## src/rtl/rf_wb_arbiter_pkg.sv

```systemverilog
// Shared types and constants for the register-file write-port arbiter.
package rf_wb_arbiter_pkg;

  typedef enum logic [1:0] {
    StIdle  = 2'd0,
    StWait  = 2'd1,
    StForce = 2'd2
  } arb_state_e;

  localparam int unsigned DefSelW  = 5;
  localparam int unsigned DefDataW = 32;
  localparam int unsigned CtrW     = 4;
  localparam int unsigned ZeroReg  = 0;

endpackage

```

## src/rtl/rf_wb_wait_ctr.sv

```systemverilog
// Saturating count of consecutive cycles port B has lost arbitration.
module rf_wb_wait_ctr
  import rf_wb_arbiter_pkg::*;
#(
  parameter int unsigned MaxWait = 4
) (
  input  logic clk,
  input  logic rst_n,
  input  logic clr,
  input  logic inc,
  output logic term
);

  logic [CtrW-1:0] cnt_q, cnt_d;

  // A clear that coincides with a loss restarts the count at one.
  always_comb begin
    cnt_d = cnt_q;
    if (clr) begin
      cnt_d = {{(CtrW-1){1'b0}}, inc};
    end else if (inc && (cnt_q != '1)) begin
      cnt_d = cnt_q + 1'b1;
    end
  end

  always_ff @(posedge clk or negedge rst_n) begin
    if (!rst_n) begin
      cnt_q <= '0;
    end else begin
      cnt_q <= cnt_d;
    end
  end

  assign term = (cnt_q == CtrW'(MaxWait - 1));

endmodule

```

## src/rtl/rf_wb_arbiter.sv

```systemverilog
// Shares the register-file write port between pipeline writeback (A) and a
// long-latency unit (B), forcing a B grant after a bounded wait.
module rf_wb_arbiter
  import rf_wb_arbiter_pkg::*;
#(
  parameter int unsigned MAX_WAIT = 4,
  parameter int unsigned DATA_W   = DefDataW,
  parameter int unsigned SEL_W    = DefSelW
) (
  input  logic              clk,
  input  logic              rst_n,
  input  logic              a_valid,
  input  logic [SEL_W-1:0]  a_sel,
  input  logic [DATA_W-1:0] a_data,
  input  logic              b_valid,
  output logic              b_ready,
  input  logic [SEL_W-1:0]  b_sel,
  input  logic [DATA_W-1:0] b_data,
  output logic              stall_a,
  output logic              rf_we,
  output logic [SEL_W-1:0]  rf_wsel,
  output logic [DATA_W-1:0] rf_wdata
);

  arb_state_e state_q, state_d;

  logic              b_xfer, b_loss, grant_a, ctr_clr, ctr_term;
  logic [SEL_W-1:0]  win_sel;
  logic [DATA_W-1:0] win_data;
  logic              rf_we_d;
  logic [SEL_W-1:0]  rf_wsel_d;
  logic [DATA_W-1:0] rf_wdata_d;

  assign b_ready = (state_q == StForce) | ~a_valid;
  assign b_xfer  = b_valid & b_ready;
  assign b_loss  = b_valid & ~b_ready;
  assign grant_a = (state_q != StForce) & a_valid;
  assign ctr_clr = b_xfer | (state_q != StWait);

  rf_wb_wait_ctr #(
    .MaxWait (MAX_WAIT)
  ) u_ctr (
    .clk   (clk),
    .rst_n (rst_n),
    .clr   (ctr_clr),
    .inc   (b_loss),
    .term  (ctr_term)
  );

  always_comb begin
    state_d = state_q;
    unique case (state_q)
      StIdle: begin
        // The loss seen in IDLE is already the first one.
        if (b_loss) state_d = (MAX_WAIT == 1) ? StForce : StWait;
      end
      StWait: begin
        if (b_xfer || !b_valid) begin
          state_d = StIdle;
        end else if (b_loss && ctr_term) begin
          state_d = StForce;
        end
      end
      StForce: state_d = StIdle;
      default: state_d = StIdle;
    endcase
  end

  always_comb begin
    win_sel    = grant_a ? a_sel  : b_sel;
    win_data   = grant_a ? a_data : b_data;
    rf_we_d    = (grant_a | b_xfer) & (win_sel != SEL_W'(ZeroReg));
    rf_wsel_d  = rf_we_d ? win_sel  : rf_wsel;
    rf_wdata_d = rf_we_d ? win_data : rf_wdata;
  end

  always_ff @(posedge clk or negedge rst_n) begin
    if (!rst_n) begin
      state_q  <= StIdle;
      stall_a  <= 1'b0;
      rf_we    <= 1'b0;
      rf_wsel  <= '0;
      rf_wdata <= '0;
    end else begin
      state_q  <= state_d;
      stall_a  <= (state_d == StForce);
      rf_we    <= rf_we_d;
      rf_wsel  <= rf_wsel_d;
      rf_wdata <= rf_wdata_d;
    end
  end

endmodule

```

## config.mk

```make
export PLATFORM = sky130hd
export DESIGN_NAME = rf_wb_arbiter
export DESIGN_NICKNAME = d
export VERILOG_FILES = /design/src/rtl/rf_wb_arbiter_pkg.sv /design/src/rtl/rf_wb_wait_ctr.sv /design/src/rtl/rf_wb_arbiter.sv
export SDC_FILE = /design/constraint.sdc
export NUM_CORES = 1
export LEC_CHECK = 0
export BUFFER_PORTS_ARGS = -buffer_cell sky130_fd_sc_hd__buf_2
export CAP_MARGIN = 15
export CORE_ASPECT_RATIO = 0.5
export CORE_MARGIN = 2
export CORE_UTILIZATION = 46
export CTS_CLUSTER_SIZE = 16
export DETAILED_ROUTE_END_ITERATION = 7
export PLACE_DENSITY = 0.8
export SYNTH_ARGS = -nofsm -noshare
export SYNTH_HDL_FRONTEND = slang
export SYNTH_HIERARCHICAL = 1
export SYNTH_SLANG_ARGS = --single-unit
```

## constraint.sdc

```tcl
create_clock -name clk -period 1.91 [get_ports clk]
set_input_delay 0.2865 -clock clk [delete_from_list [all_inputs] [get_ports clk]]
set_output_delay 0.2865 -clock clk [all_outputs]
set_load 0.01 [all_outputs]
```

# Yosys cells after proc, flatten, opt, wreduce, memory -nomap -nowiden
# Index checks and enable logic that the tools add are counted.
[classes]
n_reduce_logical = 7
add_sub_neg = 1
n_mux = 8
bitwise = 9
eq_ne = 7
[op_table]
columns = ["cell", "n"]
rows = [
  ["32-bit 2-to-1 mux", 1],
  ["4-bit 2-to-1 mux", 2],
  ["2-bit 2-to-1 mux", 3],
  ["5-bit 2-to-1 mux", 1],
  ["5-bit nonzero test", 1],
  ["4-bit by 1-bit adder with 4-bit output, second input constant", 1],
  ["1-bit AND", 4],
  ["2-bit == test, second input constant", 2],
  ["4-bit by 2-bit == test with 1-bit output, second input constant", 1],
  ["4-bit inequality test, second input constant", 1],
  ["2-bit case mux with 2 select lines", 1],
  ["1-bit OR", 3],
  ["2-bit by 1-bit == test with 1-bit output, second input constant", 1],
  ["1-bit logical AND", 2],
  ["2-bit logical NOT", 1],
  ["2-bit by 1-bit inequality test with 1-bit output, second input constant", 1],
  ["2-bit inequality test, second input constant", 1],
  ["1-bit inverter", 2],
  ["2-bit nonzero test", 1],
  ["1-bit logical NOT", 1],
  ["1-bit logical OR", 1],
]
[word_totals]
reg_bits = 45
out_inout_bits = 40
wordCells = 38
in_bits = 78

# Longest topological paths before layout
[logic_depth]
depth_word = 9
depth_mapped = 7
depth_no_buf = 5

# By module
# The synthesis kept the hierarchy.
[by_module_without_submodules]
columns = ["module", "seq_area_each_um2", "instances", "area_per_inst_um2", "cells_per_inst"]
rows = [
  ["rf_wb_arbiter", 1026.0, 1, 2215.9, 162],
  ["rf_wb_wait_ctr", 100.1, 1, 229.0, 23],
]

# Worst setup path before layout
# No wires, ideal clock.
[synth_timing]
path_type = "register to register"
start = "register state_q[1]"
end = "register rf_wdata[10]"
path_slack_ns = 0.158
stages_incl_launch_ff = 7
t_required_ns = 1.785
n_path_buf = 1
synth_period_minus_slack_ns = 1.752
setup_time_ns = 0.125
t_arrival_ns = 1.626
cell_sequence = "dfrtp_1 nor2b_2 nor2_4 inv_2 buf_2 mux2_2 mux2_4"
[synth_between]
elab_chain_len = 5
word_cells_on_any_way = 10
classes_between = "eq/ne: 2; mux: 2; bitwise: 5; reduce/logical: 1"
[synth_rtl]
columns = ["item", "line", "source"]
rows = [
  ["start, declared", "rf_wb_arbiter.sv:25", "arb_state_e state_q, state_d;"],
  ["start signal, assigned", "rf_wb_arbiter.sv:79", "state_q <= StIdle;"],
  ["start signal, assigned", "rf_wb_arbiter.sv:85", "state_q <= state_d;"],
  ["2-bit == test", "rf_wb_arbiter.sv:34", "assign b_ready = (state_q == StForce) | ~a_valid;"],
  ["1-bit OR", "rf_wb_arbiter.sv:34", ""],
  ["net b_ready", "rf_wb_arbiter.sv:16", "output logic b_ready,"],
  ["1-bit AND", "rf_wb_arbiter.sv:35", "assign b_xfer = b_valid & b_ready;"],
  ["1-bit OR", "rf_wb_arbiter.sv:72", "rf_we_d = (grant_a | b_xfer) & (win_sel != SEL_W'(ZeroReg));"],
  ["1-bit AND", "rf_wb_arbiter.sv:72", ""],
  ["end signal, assigned", "rf_wb_arbiter.sv:89", "rf_wdata <= rf_wdata_d;"],
  ["end, declared", "rf_wb_arbiter.sv:22", "output logic [DATA_W-1:0] rf_wdata"],
]
# The timed path passes the listed nets, and every way through them passes these cells.
# A chain may end at the register's enable or synchronous reset.

# Final worst setup path
[layout_timing]
start = "register state_q[1]"
end = "output b_ready"
[layout_between]
elab_chain_len = 2
[layout_rtl]
columns = ["item", "line"]
rows = [
  ["2-bit == test", "rf_wb_arbiter.sv:34"],
  ["1-bit OR", "rf_wb_arbiter.sv:34"],
  ["end, declared", "rf_wb_arbiter.sv:16"],
]
# Every way passes these cells.

==> results by group <==
Routing
  – WL per Instance: roughly 15 µm
  – Vias per cell: 5.14
  – Antenna violation net count after detailed routing: 0
  – Total Wirelength: 5.59 mm
  – TritonRoute pass-1 iters: 4
  – DRC: 0
  – Vias: slightly below 2,000
  – Iteration-0 DRC Markers: 66

Floorplanning
  – Core area: 5020 µm²
  – Die span in y: between 50 and 60 µm
  – Die area: just under 6000 µm²
  – Die Width: about 110 µm
  – Starting Density: between 40 and 50%
  – Boundary Pins: around 120
  – Row cnt: 18

CTS
  – CTS tree: yes
  – Max clock buf depth: 2
  – Clock Sinks: between 40 and 50
  – Clock latency on the worst-skew pair: 0.29 ns
  – Worst-path clk slew: 0.08 ns
  – Htree depth: 2
  – Clk root buf: clkbuf_8
  – CTS Hold Buffers Added: 0
  – CTS Buf Count: 5

Worst setup path
  – CP max stage delay: around 0.44 ns
  – Setup Crit Path Kind: flop to output pin
  – WP data required: around 1.6 ns
  – Crit path max-delay family: buffers and inverters
  – Slowest CP cell: dfrtp_1
  – CP max FO: 15
  – CP Capture Type: output pin
  – Buf/Inv on CP: 3
  – CP Cell Sequence: nor2b_4 > nor2_4 > inv_2 > buf_4 > buf_2
  – WP data arrival: about 1.5 ns
  – Crit start category: flop

Layout
  – Ant diodes: 0
  – Fin nets: 386
  – Most common cell after layout, fill and taps aside: buf_2
  – Final std cells w/o fill: ~380
  – Area of the multi-input gates: around 1300 µm²
  – Share of layout cells above drive strength 1: between 60 and 70%
  – Fillers: between 300 and 400
  – Area growth syn-to-layout: 33.6%
  – Most frequent cells in the layout: buf_2 (117), dfrtp_1 (45), mux2_2 (36)
  – FF+latch area: about 1100 µm²

Yosys
  – Mapped Area: around 2400 µm²
  – Post-synth ARST share: 100%
  – Synth Instances: between 150 and 200
  – Syn Area/Cell: 13.2 µm²
  – Synth Flop Type: dfrtp_1
  – Seq/Total Area, Yosys: 46.1%
  – YS warnings: 6
  – Netlist cell types: 40
  – Syn nets: 264
  – Post-synth EDFFs: 0
  – Number of synthesized register bits: between 40 and 50

Placement
  – Post-DP HPWL: approximately 4.2 mm
  – Gpl congestion: 0.848
  – I/O Buffers: between 100 and 150
  – Dpl cells: between 300 and 400

Timing
  – RSZ-0062 raised after global routing: false
  – Slew Limit Headroom: 62.5%
  – Layout Skew: between 0.008 and 0.009 ns
  – Fin crit period: approximately 1.8 ns
  – Fin. Hold Viols: 0
  – Slew @ Worst Pin: about 0.56 ns
  – Fin crit share: between 90% and 100%
  – Setup_tns: 0 ns
  – Final setup viols: 0
  – F_max: roughly 560 MHz
  – Slew Limit Fails: 0

Min path
  – Hold Crit Class: primary input to async pin

Global route
  – GRT overflow: 0
  – Vias in the first global route: 2,001
  – Initial antenna violation count: 0
  – Maximum number of pins on one net before global-route repair: 46
  – First-pass GRT wire length: a little over 9 mm
  – All-Layer GR Usage: 19.3%

Power
  – PwrDens: between 700 and 800 nW/µm²
  – Peak VDD IR: 0.325 mV
  – Leakage: 1.64 nW

Run
  – Maxcap violations: 0

Status
  – Status: completed
## path summary, 6_finish.rpt
path                         startpoint             end  slack (ns)  depth (start not counted)
max                          state_q[1]         b_ready        0.12                          5
min                               rst_n  u_ctr/cnt_q[0]        0.05                          2
max reg2reg                  state_q[1]     rf_wdata[8]        0.13                          6
min reg2reg                rf_wdata[13]    rf_wdata[13]        0.51                          1
max in group asynchronous         rst_n      rf_wsel[2]        1.46                          2
min in group clk               a_sel[2]      rf_wsel[2]        0.30                          2
## metal layers
metal | GRT usage [%] | part of all wire (%) | up-vias
met5 | 0 | 0 | -
met3 | 4.60 | 5.3 | 5
li1 | - | - | 928
met1 | 23.7 | 43 | 954
met2 | 34.5 | 51 | 55
met4 | 4.27 | 0.61 | 0
## synthesized netlist by cell type (all sizes together), types with 3 or more instances
cell type,count,area [µm²]
dfrtp,45,1130
o21ai,8,43.8
mux2,64,826
a21oi,8,40.0
nor2,3,18.8
nor3,4,20.0
inv,6,22.5
nand3,4,25.0
buf,7,53.8
nand2,5,18.8
and2,4,25.0
## power breakdown
part	total (mW)	switching (mW)	internal (mW)
clock network	0.709	0.316	0.393
logic	0.601	0.255	0.346
registers	1.13	0.0661	1.06
total	2.44	0.637	1.80
## state kept, by name, summed over array words and instances (netlist names)
signal	cells
u_ctr/cnt_q	4
stall_a	1
state_q	2
rf_wsel	5
rf_wdata	32
rf_we	1
## stage by stage
step | worst slack (ns) | power, mW | hold WS, ns | util (%) | area, µm²
2_1_floorplan | 0.158 | 1.48 | -0.00909 | - | 2440
3_3_place_gp | 0.0530 | 1.72 | 0.392 | 62.6 | 3140
3_5_place_dp | 0.0329 | 1.75 | 0.408 | 62.6 | 3140
4_1_cts | 0.0221 | 2.46 | 0.0842 | 64.8 | 3250
5_1_grt | 0.0174 | 2.57 | 0.0989 | 65.0 | 3270
6_report | 0.123 | 2.44 | 0.0503 | 65.0 | 3270
## cells by family (layout without fill, tap and decap cells)
logic type,count (synthesis),after routing,synth area share [%]
compound gates,28,28,7.88
fa+ha+maj,1,1,0.512
buf+inv,14,137,3.28
flops,45,45,46.1
mux,64,64,33.8
simple gates,33,33,8.50
## cell type report
cell class	instances	share of cell area, %
multi-input cells	126	38.3
clock inverters	2	1.19
flip-flops and latches	45	34.5
repair buffers	123	20.5
inverters	6	0.689
clock buffers	6	2.22
well taps	70	2.68
## timing repair
action | in CTS | in global routing
buffers inserted | 0 | 1
hold endpoints to repair | 0 | 0
setup endpoints to repair | 0 | 15
gates resized for setup | 0 | 1
## worst register-to-register path, delay by kind of cell, from the launching register on
| kind | cells | cell delay (ns) |
|---|---|---|
| buf+inv | 2 | 0.30 |
| flops | 1 | 0.44 |
| mux | 2 | 0.61 |
| simple gates | 2 | 0.30 |
Note: power is estimated with default switching activity, not from simulation.
